--- src/rtl/riscv_ctrl_pkg.sv ---
// Shared encodings for the multi-cycle RISC-V control path: opcodes, FSM states,
// and the immediate-format and writeback-source selects seen by the datapath.
package riscv_ctrl_pkg;

  localparam logic [6:0] OP_R      = 7'h33;
  localparam logic [6:0] OP_IMM    = 7'h13;
  localparam logic [6:0] OP_LUI    = 7'h37;
  localparam logic [6:0] OP_LOAD   = 7'h03;
  localparam logic [6:0] OP_STORE  = 7'h23;
  localparam logic [6:0] OP_BRANCH = 7'h63;
  localparam logic [6:0] OP_JAL    = 7'h6F;

  localparam logic [2:0] F3_BEQ = 3'b000;
  localparam logic [2:0] F3_BNE = 3'b001;

  typedef enum logic [2:0] {
    FETCH,
    DECODE,
    EXECUTE,
    MEM,
    WRITEBACK,
    TRAP
  } ctrl_state_t;

  typedef enum logic [2:0] {
    IMM_NONE = 3'd0,
    IMM_I    = 3'd1,
    IMM_U    = 3'd2,
    IMM_S    = 3'd3,
    IMM_B    = 3'd4,
    IMM_J    = 3'd5
  } imm_sel_t;

  typedef enum logic [1:0] {
    WB_ALU = 2'd0,
    WB_MEM = 2'd1,
    WB_PC4 = 2'd2
  } wb_sel_t;

endpackage

--- src/rtl/multicycle_ctrl_if.sv ---
// Control bundle between the multi-cycle sequencer (master) and the datapath
// plus shared memory port (slave).
interface multicycle_ctrl_if;

  logic [31:0] instr_i;
  logic        mem_ack_i;
  logic        zero_i;
  logic        mem_req_o;
  logic        mem_we_o;
  logic        addr_sel_o;
  logic        ir_write_o;
  logic [2:0]  imm_sel_o;
  logic        alu_src_b_o;
  logic [1:0]  wb_sel_o;
  logic        reg_write_o;
  logic        pc_write_o;
  logic        pc_src_o;
  logic        retire_o;
  logic        illegal_o;

  modport master (
    input  instr_i, mem_ack_i, zero_i,
    output mem_req_o, mem_we_o, addr_sel_o, ir_write_o, imm_sel_o, alu_src_b_o,
           wb_sel_o, reg_write_o, pc_write_o, pc_src_o, retire_o, illegal_o
  );

  modport slave (
    output instr_i, mem_ack_i, zero_i,
    input  mem_req_o, mem_we_o, addr_sel_o, ir_write_o, imm_sel_o, alu_src_b_o,
           wb_sel_o, reg_write_o, pc_write_o, pc_src_o, retire_o, illegal_o
  );

endinterface

--- src/rtl/ctrl_decode.sv ---
// Combinational opcode/funct3 classifier feeding the multi-cycle sequencer.
module ctrl_decode
  import riscv_ctrl_pkg::*;
(
  input  logic [6:0] opcode,
  input  logic [2:0] funct3,
  output imm_sel_t   imm_sel,
  output logic       alu_src_b,
  output wb_sel_t    wb_sel,
  output logic       is_mem,
  output logic       is_branch,
  output logic       legal
);

  always_comb begin
    imm_sel   = IMM_NONE;
    alu_src_b = 1'b0;
    wb_sel    = WB_ALU;
    is_mem    = 1'b0;
    is_branch = 1'b0;
    legal     = 1'b1;
    unique case (opcode)
      OP_R:   ;
      OP_IMM: begin imm_sel = IMM_I; alu_src_b = 1'b1; end
      OP_LUI: begin imm_sel = IMM_U; alu_src_b = 1'b1; end
      OP_LOAD: begin
        imm_sel = IMM_I; alu_src_b = 1'b1; is_mem = 1'b1; wb_sel = WB_MEM;
      end
      OP_STORE: begin imm_sel = IMM_S; alu_src_b = 1'b1; is_mem = 1'b1; end
      OP_BRANCH: begin
        // Only BEQ/BNE are implemented; other compares must look fully illegal.
        if (funct3 == F3_BEQ || funct3 == F3_BNE) begin
          imm_sel   = IMM_B;
          is_branch = 1'b1;
        end else begin
          legal = 1'b0;
        end
      end
      OP_JAL:  begin imm_sel = IMM_J; wb_sel = WB_PC4; end
      default: legal = 1'b0;
    endcase
  end

endmodule

--- src/rtl/multicycle_ctrl.sv ---
// Multi-cycle FETCH/DECODE/EXECUTE/MEM/WRITEBACK sequencer with a req/ack memory port.
// Optional: define MEM_TIMEOUT_EN to trap when memory fails to ack within TIMEOUT_CYCLES.
module multicycle_ctrl
  import riscv_ctrl_pkg::*;
#(
  parameter int TIMEOUT_CYCLES = 255
) (
  input logic               clk,
  input logic               reset,
  multicycle_ctrl_if.master bus
);

  ctrl_state_t state, state_next;
  logic [6:0]  opcode_q, opcode;
  logic [2:0]  funct3_q, funct3;
  imm_sel_t    dec_imm_sel;
  wb_sel_t     dec_wb_sel;
  logic        dec_alu_src_b, dec_is_mem, dec_is_branch, dec_legal;
  logic        timeout;
  logic        unused_instr_bits;

  // DECODE sees the live IR; later states use the copy captured on leaving DECODE.
  assign opcode = (state == DECODE) ? bus.instr_i[6:0]   : opcode_q;
  assign funct3 = (state == DECODE) ? bus.instr_i[14:12] : funct3_q;
  assign unused_instr_bits = ^{bus.instr_i[31:15], bus.instr_i[11:7]};

  ctrl_decode u_decode (
    .opcode    (opcode),
    .funct3    (funct3),
    .imm_sel   (dec_imm_sel),
    .alu_src_b (dec_alu_src_b),
    .wb_sel    (dec_wb_sel),
    .is_mem    (dec_is_mem),
    .is_branch (dec_is_branch),
    .legal     (dec_legal)
  );

  // NOTE: sequential state uses non-blocking assignments so every flop samples pre-edge values.
  always_ff @(posedge clk or posedge reset) begin
    if (reset) begin
      state    <= FETCH;
      opcode_q <= '0;
      funct3_q <= '0;
    end else begin
      state <= state_next;
      if (state == DECODE) begin
        opcode_q <= bus.instr_i[6:0];
        funct3_q <= bus.instr_i[14:12];
      end
    end
  end

`ifdef MEM_TIMEOUT_EN
  localparam int CNT_W = ($clog2(TIMEOUT_CYCLES + 1) > 8) ? $clog2(TIMEOUT_CYCLES + 1) : 8;
  localparam logic [CNT_W-1:0] CNT_LAST = CNT_W'(TIMEOUT_CYCLES - 1);
  logic [CNT_W-1:0] wait_cnt;

  always_ff @(posedge clk or posedge reset) begin
    if (reset) begin
      wait_cnt <= '0;
    end else if (state_next != state) begin
      wait_cnt <= '0;
    end else if ((state == FETCH || state == MEM) && !bus.mem_ack_i) begin
      wait_cnt <= wait_cnt + 1'b1;
    end
  end

  // Fires during the wait cycle that would bring the count to TIMEOUT_CYCLES.
  assign timeout = !bus.mem_ack_i && (wait_cnt == CNT_LAST);
`else
  logic unused_timeout_cfg;
  assign unused_timeout_cfg = ^TIMEOUT_CYCLES;
  assign timeout = 1'b0;
`endif

  // NOTE: every output and the next state get a default first, so no path can infer a latch.
  always_comb begin
    state_next      = state;
    bus.mem_req_o   = 1'b0;
    bus.mem_we_o    = 1'b0;
    bus.addr_sel_o  = 1'b0;
    bus.ir_write_o  = 1'b0;
    bus.imm_sel_o   = IMM_NONE;
    bus.alu_src_b_o = 1'b0;
    bus.wb_sel_o    = WB_ALU;
    bus.reg_write_o = 1'b0;
    bus.pc_write_o  = 1'b0;
    bus.pc_src_o    = 1'b0;
    bus.retire_o    = 1'b0;
    bus.illegal_o   = 1'b0;
    unique case (state)
      FETCH: begin
        bus.mem_req_o = 1'b1;
        if (bus.mem_ack_i) begin
          bus.ir_write_o = 1'b1;
          state_next     = DECODE;
        end else if (timeout) begin
          state_next = TRAP;
        end
      end
      DECODE: begin
        bus.imm_sel_o = dec_imm_sel;
        state_next    = dec_legal ? EXECUTE : TRAP;
      end
      EXECUTE: begin
        bus.imm_sel_o   = dec_imm_sel;
        bus.alu_src_b_o = dec_alu_src_b;
        if (dec_is_branch) begin
          bus.pc_write_o = 1'b1;
          bus.pc_src_o   = bus.zero_i ^ (funct3 == F3_BNE);
          bus.retire_o   = 1'b1;
          state_next     = FETCH;
        end else begin
          state_next = dec_is_mem ? MEM : WRITEBACK;
        end
      end
      MEM: begin
        bus.imm_sel_o  = dec_imm_sel;
        bus.mem_req_o  = 1'b1;
        bus.addr_sel_o = 1'b1;
        bus.mem_we_o   = (opcode == OP_STORE);
        if (bus.mem_ack_i) begin
          if (opcode == OP_STORE) begin
            bus.pc_write_o = 1'b1;
            bus.retire_o   = 1'b1;
            state_next     = FETCH;
          end else begin
            state_next = WRITEBACK;
          end
        end else if (timeout) begin
          state_next = TRAP;
        end
      end
      WRITEBACK: begin
        bus.imm_sel_o   = dec_imm_sel;
        bus.wb_sel_o    = dec_wb_sel;
        bus.reg_write_o = 1'b1;
        bus.pc_write_o  = 1'b1;
        bus.pc_src_o    = (opcode == OP_JAL);
        bus.retire_o    = 1'b1;
        state_next      = FETCH;
      end
      TRAP:    bus.illegal_o = 1'b1;
      default: state_next = FETCH;
    endcase
  end

endmodule

--- src/flat_wrapper.sv ---
// flat-port wrapper written by rule: the top's interface ports become plain ports
module multicycle_ctrl_flat import riscv_ctrl_pkg::*;
#(
  parameter int TIMEOUT_CYCLES = 255
)
  (clk, reset, bus_instr_i, bus_mem_ack_i, bus_zero_i, bus_mem_req_o, bus_mem_we_o, bus_addr_sel_o, bus_ir_write_o, bus_imm_sel_o, bus_alu_src_b_o, bus_wb_sel_o, bus_reg_write_o, bus_pc_write_o, bus_pc_src_o, bus_retire_o, bus_illegal_o);
  multicycle_ctrl_if bus_i ();
  input logic clk;
  input logic reset;
  input wire logic [$bits(bus_i.instr_i)-1:0] bus_instr_i;
  input wire logic [$bits(bus_i.mem_ack_i)-1:0] bus_mem_ack_i;
  input wire logic [$bits(bus_i.zero_i)-1:0] bus_zero_i;
  output wire logic [$bits(bus_i.mem_req_o)-1:0] bus_mem_req_o;
  output wire logic [$bits(bus_i.mem_we_o)-1:0] bus_mem_we_o;
  output wire logic [$bits(bus_i.addr_sel_o)-1:0] bus_addr_sel_o;
  output wire logic [$bits(bus_i.ir_write_o)-1:0] bus_ir_write_o;
  output wire logic [$bits(bus_i.imm_sel_o)-1:0] bus_imm_sel_o;
  output wire logic [$bits(bus_i.alu_src_b_o)-1:0] bus_alu_src_b_o;
  output wire logic [$bits(bus_i.wb_sel_o)-1:0] bus_wb_sel_o;
  output wire logic [$bits(bus_i.reg_write_o)-1:0] bus_reg_write_o;
  output wire logic [$bits(bus_i.pc_write_o)-1:0] bus_pc_write_o;
  output wire logic [$bits(bus_i.pc_src_o)-1:0] bus_pc_src_o;
  output wire logic [$bits(bus_i.retire_o)-1:0] bus_retire_o;
  output wire logic [$bits(bus_i.illegal_o)-1:0] bus_illegal_o;
  assign bus_i.instr_i = bus_instr_i;
  assign bus_i.mem_ack_i = bus_mem_ack_i;
  assign bus_i.zero_i = bus_zero_i;
  assign bus_mem_req_o = bus_i.mem_req_o;
  assign bus_mem_we_o = bus_i.mem_we_o;
  assign bus_addr_sel_o = bus_i.addr_sel_o;
  assign bus_ir_write_o = bus_i.ir_write_o;
  assign bus_imm_sel_o = bus_i.imm_sel_o;
  assign bus_alu_src_b_o = bus_i.alu_src_b_o;
  assign bus_wb_sel_o = bus_i.wb_sel_o;
  assign bus_reg_write_o = bus_i.reg_write_o;
  assign bus_pc_write_o = bus_i.pc_write_o;
  assign bus_pc_src_o = bus_i.pc_src_o;
  assign bus_retire_o = bus_i.retire_o;
  assign bus_illegal_o = bus_i.illegal_o;
  multicycle_ctrl #(.TIMEOUT_CYCLES(TIMEOUT_CYCLES)) u_core (.clk(clk), .reset(reset), .bus(bus_i));
endmodule
--- config.mk ---
export PLATFORM = sky130hd
export DESIGN_NAME = multicycle_ctrl_flat
export DESIGN_NICKNAME = d
export VERILOG_FILES = /design/src/rtl/riscv_ctrl_pkg.sv /design/src/rtl/multicycle_ctrl_if.sv /design/src/rtl/ctrl_decode.sv /design/src/rtl/multicycle_ctrl.sv /design/src/flat_wrapper.sv
export SDC_FILE = /design/constraint.sdc
export NUM_CORES = 1
export LEC_CHECK = 0
export ABC_AREA = 1
export BUFFER_PORTS_ARGS = -buffer_cell sky130_fd_sc_hd__buf_4
export CAP_MARGIN = 40
export CORE_UTILIZATION = 30
export DETAILED_ROUTE_END_ITERATION = 16
export GPL_TIMING_DRIVEN = 0
export PLACE_DENSITY_LB_ADDON = 0.08
export SKIP_CTS_REPAIR_TIMING = 1
export SYNTH_ARGS = -nofsm -noshare
export SYNTH_HDL_FRONTEND = slang
export SYNTH_SLANG_ARGS = --single-unit
--- constraint.sdc ---
create_clock -name clk -period 1.91 [get_ports clk]
set_input_delay 0.0955 -clock clk [delete_from_list [all_inputs] [get_ports clk]]
set_output_delay 0.0955 -clock clk [all_outputs]
set_load 0.05 [all_outputs]
After elaboration in Yosys (flattened, before gate mapping)
Index checks and enable logic that the tools add are counted.
Operators by class
  $lt $le $gt $ge: 0
  mux-type cells: 33
  div/mod/pow operators: 0
  add/sub/neg operators: 0
  multipliers: 0
  reduce and logical (&&, ||, !) cells: 10
  shift operators: 0
  bitwise operators: 2
  equal/unequal tests: 15
Operators by type and width (count)
  $pmux 3 s5: 2
  $mux 3: 9
  $eq 7x6->1 const B: 3
  $mux 1: 16
  $eq 7x7->1 const B: 2
  $reduce_or 4->1: 2
  $eq 7x2->1 const B: 1
  $eq 7x5->1 const B: 1
  $mux 7: 1
  $eq 3x1->1 const B: 2
  $eq 3x2->1 const B: 2
  $eq 3x3->1 const B: 2
  $logic_not 3->1: 2
  $reduce_or 2->1: 3
  $reduce_or 6->1: 1
  $ne 2x2->1 const B: 2
  $pmux 1 s2: 2
  $pmux 2 s2: 1
  $pmux 1 s3: 1
  $reduce_and 3->1: 1
  $mux 2: 1
  $logic_or 1x1->1: 1
  $not 1->1: 1
  $xor 1x1->1: 1
Storage, ports and cells
  output and inout port bits: 15
  word-level logic and storage cells: 63
  register bits after elaboration: 13
  latch bits: 0
  memories: 0
  memory bits (read-only): 0
  RAM bits: 0

Logic depth before layout (Yosys ltp)
  depth after elaboration: 8
  depth in mapped cells: 15
  mapped depth without buffers: 14

Cells and area by module
From an unflattened synthesis, not the netlist that was laid out.
Second synthesis, totals
  cell total of the unflattened synthesis: 161
  area, all modules: 999.7 um^2
By module, submodules not included
  multicycle_ctrl: area each 814.5 um^2, cells each 123, instances 1, sequential area each 325.3 um^2
  ctrl_decode: area each 185.2 um^2, cells each 38, instances 1, sequential area each 0.0 um^2

Worst setup path before layout
No wires, ideal clock.
  kind: register to output
  from: register u_core.state[2]
  to: output port bus_retire_o
  arrival time: 2.777 ns
  stages on the path, launching flop included: 7
  path slack: -0.963 ns
  buffers on the path: 1
  cell sequence: dfrtp_1 > inv_4 > nand2_1 > nor2_1 > nand3_1 > o211ai_1 > buf_4
On the way
  word-level cells in the longest chain between the ends: 8
Ends and longest elaborated chain
  start: declaration: RTL line multicycle_ctrl.sv:13  | ctrl_state_t state, state_next;
  start signal: assignment: RTL line multicycle_ctrl.sv:45  | state <= state_next;
  $eq 3x1->1: RTL line multicycle_ctrl.sv:23, multicycle_ctrl.sv:24
  $mux 3: RTL line multicycle_ctrl.sv:24  | assign funct3 = (state == DECODE) ? bus.instr_i[14:12] : funct3_q;
  $eq 3x1->1 or $logic_not 3->1 (tied branches): RTL line ctrl_decode.sv:32  | if (funct3 == F3_BEQ || funct3 == F3_BNE) begin
  $logic_or 1x1->1: RTL line ctrl_decode.sv:32
  $mux 1: RTL line ctrl_decode.sv:32
  $mux 1: RTL line ctrl_decode.sv:22  | unique case (opcode)
  $mux 1
  $pmux 1 s3 *
  end: declaration: RTL line flat_wrapper.sv:23  | output wire logic [$bits(bus_i.retire_o)-1:0] bus_retire_o;
Mark *: on every way between the ends. The rest lies on a longest branch, timed or not.

Worst setup path after layout
  from: register u_core.state[0]
  to: output port bus_retire_o
RTL lines
  $eq 3x1->1 *: RTL line multicycle_ctrl.sv:23  | assign opcode = (state == DECODE) ? bus.instr_i[6:0] : opcode_q;
  $mux 7 *: RTL line multicycle_ctrl.sv:23
  named net u_core.opcode[6]: RTL line multicycle_ctrl.sv:14  | logic [6:0] opcode_q, opcode;
  $eq 7x6->1 or $eq 7x7->1 (tied branches): RTL line multicycle_ctrl.sv:123, ctrl_decode.sv:22
  $mux 1, on equally long branches: RTL line multicycle_ctrl.sv:123, ctrl_decode.sv:22
  $mux 1, on equally long branches: RTL line multicycle_ctrl.sv:122, multicycle_ctrl.sv:108
  $pmux 1 s3 *: RTL line multicycle_ctrl.sv:91  | unique case (state)
The timed path passes the listed nets; every way through them passes the cells marked *.

==> impl_metrics.py <==
metrics = {
    "sta": {
        "rsz0062_at_grt": "true",
        "worst_slack_ps": -316,
        "slew_violations": 0,
        "period_needed_ps": 2230,
        "skew_ps": 3.29,
        "worst_slew_pin_slew_ps": 536,
        "relSlewSlack_pct": 64.2,
        "timing.final.crit_share_pct": 117,
        "setup_violations": 10,
        "fmax_mhz": 449,
        "tns_ps": -1980,
        "hold_viol": 0,
    },
    "floorplanning": {
        "pin_count": 51,
        "dieArea_mm2": 0.00357,
        "num_rows": 20,
        "die_w_um": 59.8,
        "start_util_pct": 32.3,
        "fp.dieH_um": 59.8,
        "core-area_mm2": 0.00310,
    },
    "setup_path": {
        "crit_fanout": 6,
        "crit_required_ps": 1810,
        "critPathKind": "flip-flop to output pin",
        "cp-end-kind": "output pin",
        "crit_path_start_kind": "flip-flop",
        "worstPathCellList": "buf_12 > nand3_4 > buf_12 > o21ai_4 > inv_2 > nor2_4 > nand3_2 > o211ai_1 > buf_4 > buf_8",
        "cpPeakStageDelay_ps": 430,
        "crit_top_cell": "buf_12",
        "critPathTopFamily": "buffers and inverters",
        "path_buf_inv": 5,
        "arrival_ps": 2130,
        "slowest_stage": "dfrtp_2",
    },
    "clock_network": {
        "clkTransAtPathRegs_ps": 80,
        "cts_tree": "done",
        "numCtsBuffers": 3,
        "clock_latency_ps": 280,
        "cts_max_path_buffers": 2,
        "cts-root-buf": "clkbuf_4",
        "h-tree-depth": 1,
        "numClockSinks": 13,
    },
    "global_route": {
        "grt_pass1_wl_mm": 3.91,
        "grt_use_total_pct": 15.2,
        "grt_pass1_vias": 861,
        "grt_max_degree": 14,
        "antenna_found_initial": 0,
        "overflow": 0,
    },
    "power": {
        "p_per_area_mw_per_mm2": 1540,
        "leakage_uw": 0.000845,
        "ir_drop_mv": 0.550,
        "power.total_uw": 2390,
    },
    "detailed_routing": {
        "drc": 0,
        "ant_nets": 0,
        "wl_per_cell_um": 11.9,
        "vias_per_cell": 4.50,
        "drt_iter0_markers": 40,
        "drt_wl_total_mm": 2.66,
        "vias": 1003,
        "dr.pass1.iters": 4,
    },
    "synth": {
        "netlist_area_mm2": 0.00100,
        "avgSynthCellArea_um2": 7.36,
        "yosys_warnings": 0,
        "ys_types": 24,
        "ys_seq_area_share_pct": 32.5,
        "synth_fp_nets": 172,
        "synthCells": 136,
        "ys_ff_latch": 13,
    },
    "layout": {
        "area_growth_pct": 55.0,
        "register_area_um2": 329,
        "nets": 216,
        "num_antenna_cells": 0,
        "layout-drive-gt1-share_pct": 54.2,
        "final.fill_count": 324,
        "multi_input_area_um2": 639,
    },
    "run_status": {
        "violations": "negative setup slack",
        "outcome": "complete, but fails checks",
    },
    "placement": {
        "routabilityCongestion": 0.760,
        "hpwl_mm": 1.94,
        "io_buffer_count": 28,
    },
    "worst_hold_path": {
        "hold_class": "input port to flip-flop",
    },
    "job": {
        "max-cap-violations": 0,
    },
}
sequential cells by signal, summed over array words and instances (netlist names):
signal,count
u_core.state,3
u_core.funct3_q,3
u_core.opcode_q,7
worst paths after layout:
kind | cells past startpoint | slack (ps) | start | end
worst min-delay path | 3 | 40 | bus_instr_i[14] | u_core.funct3_q[2]$_DFF_PP0_
max in group asynchronous | 3 | 1120 | reset | u_core.state[0]$_DFFE_PP0P_
worst max-delay path | 10 | -320 | u_core.state[0]$_DFFE_PP0P_ | bus_retire_o
min in group asynchronous | 3 | 410 | reset | u_core.opcode_q[0]$_DFF_PP0_
worst min register to register | 2 | 490 | u_core.funct3_q[0]$_DFF_PP0_ | u_core.funct3_q[0]$_DFF_PP0_
worst max register to register | 14 | 20 | u_core.state[1]$_DFFE_PP0P_ | u_core.state[2]$_DFFE_PP0P_
routing by layer:
metal  up-vias  global-route usage, %  part of all wire [%]
met1       477                   18.9                    45
li1        507                      -                     -
met5         -                      0                     0
met2        17                   25.9                    51
met3         2                   4.11                   3.6
met4         0                   3.99                  0.56
cells in the final DEF, fill, tap and decap left out, types with 5 or more instances in the layout:
cell type / count
nand2_1: 30
buf_4: 27
inv_1: 17
nand2_2: 14
dfrtp_1: 10
nand2_4: 8
buf_6: 8
nor2_4: 7
nand3_1: 7
nor2_1: 6
inv_2: 5
nor2_2: 5
per-stage QoR:
| step | instances | util (%) | setup WS, ps | hold slack, ps | area [µm²] |
|---|---|---|---|---|---|
| floorplan | 136 | - | -608 | -27.5 | 1040 |
| global placement | 208 | 42.0 | -113 | 182 | 1300 |
| detailed placement | 208 | 42.0 | -138 | 186 | 1300 |
| CTS | 212 | 42.9 | -464 | -124 | 1330 |
| global route | 223 | 50.0 | -427 | 37.1 | 1550 |
| finish | 223 | 50.0 | -316 | 41.3 | 1550 |
synth_stat cells:
library cell,count,share of area [%]
nand3b_1,1,0.75
nor2_8,1,2.0
nand4_1,2,1.2
xnor2_1,1,0.88
nor2_4,3,3.4
nor2_2,5,3.1
nand3_1,8,4.0
o22ai_1,1,0.63
o21ai_0,3,1.5
o211ai_1,1,0.75
nor2_1,10,3.8
nor3_2,1,1.0
inv_2,5,1.9
dfrtp_1,13,32
inv_4,2,1.2
nand2_1,37,14
a21oi_1,4,2.0
nand2_2,9,5.6
nand3_2,2,2.0
buf_4,1,0.75
o21ai_4,1,1.6
nand2_4,6,6.7
inv_1,18,6.7
buf_12,1,2.0
power by group:
part / switching (µW) / internal [µW]
logic: 1100 / 649
registers: 56.3 / 406
clock network: 93.7 / 81.0
total: 1250 / 1140
tightest hold or removal path: stages:
cell     delay [ps]
buf_4            80
nand2_2          50
nand2_2          60
cell type report:
class | instances | area share, %
repair buffers | 39 | 23.9
clock buffers | 4 | 1.69
plain buffers | 2 | 1.77
multi-input cells | 96 | 41.2
well taps | 44 | 3.55
flip-flops and latches | 13 | 21.2
inverters | 25 | 6.69
logic make-up (layout without fill, tap and decap cells):
logic type	Yosys count	after routing	synth area share, %
AO/OA/AOI/OAI	10	10	6.50
buffers and inverters	27	70	12.6
XOR/XNOR	1	1	0.875
AND/OR/NAND/NOR	85	85	47.5
flip-flops	13	13	32.5
No activity file was read; power rests on OpenSTA's default activity.
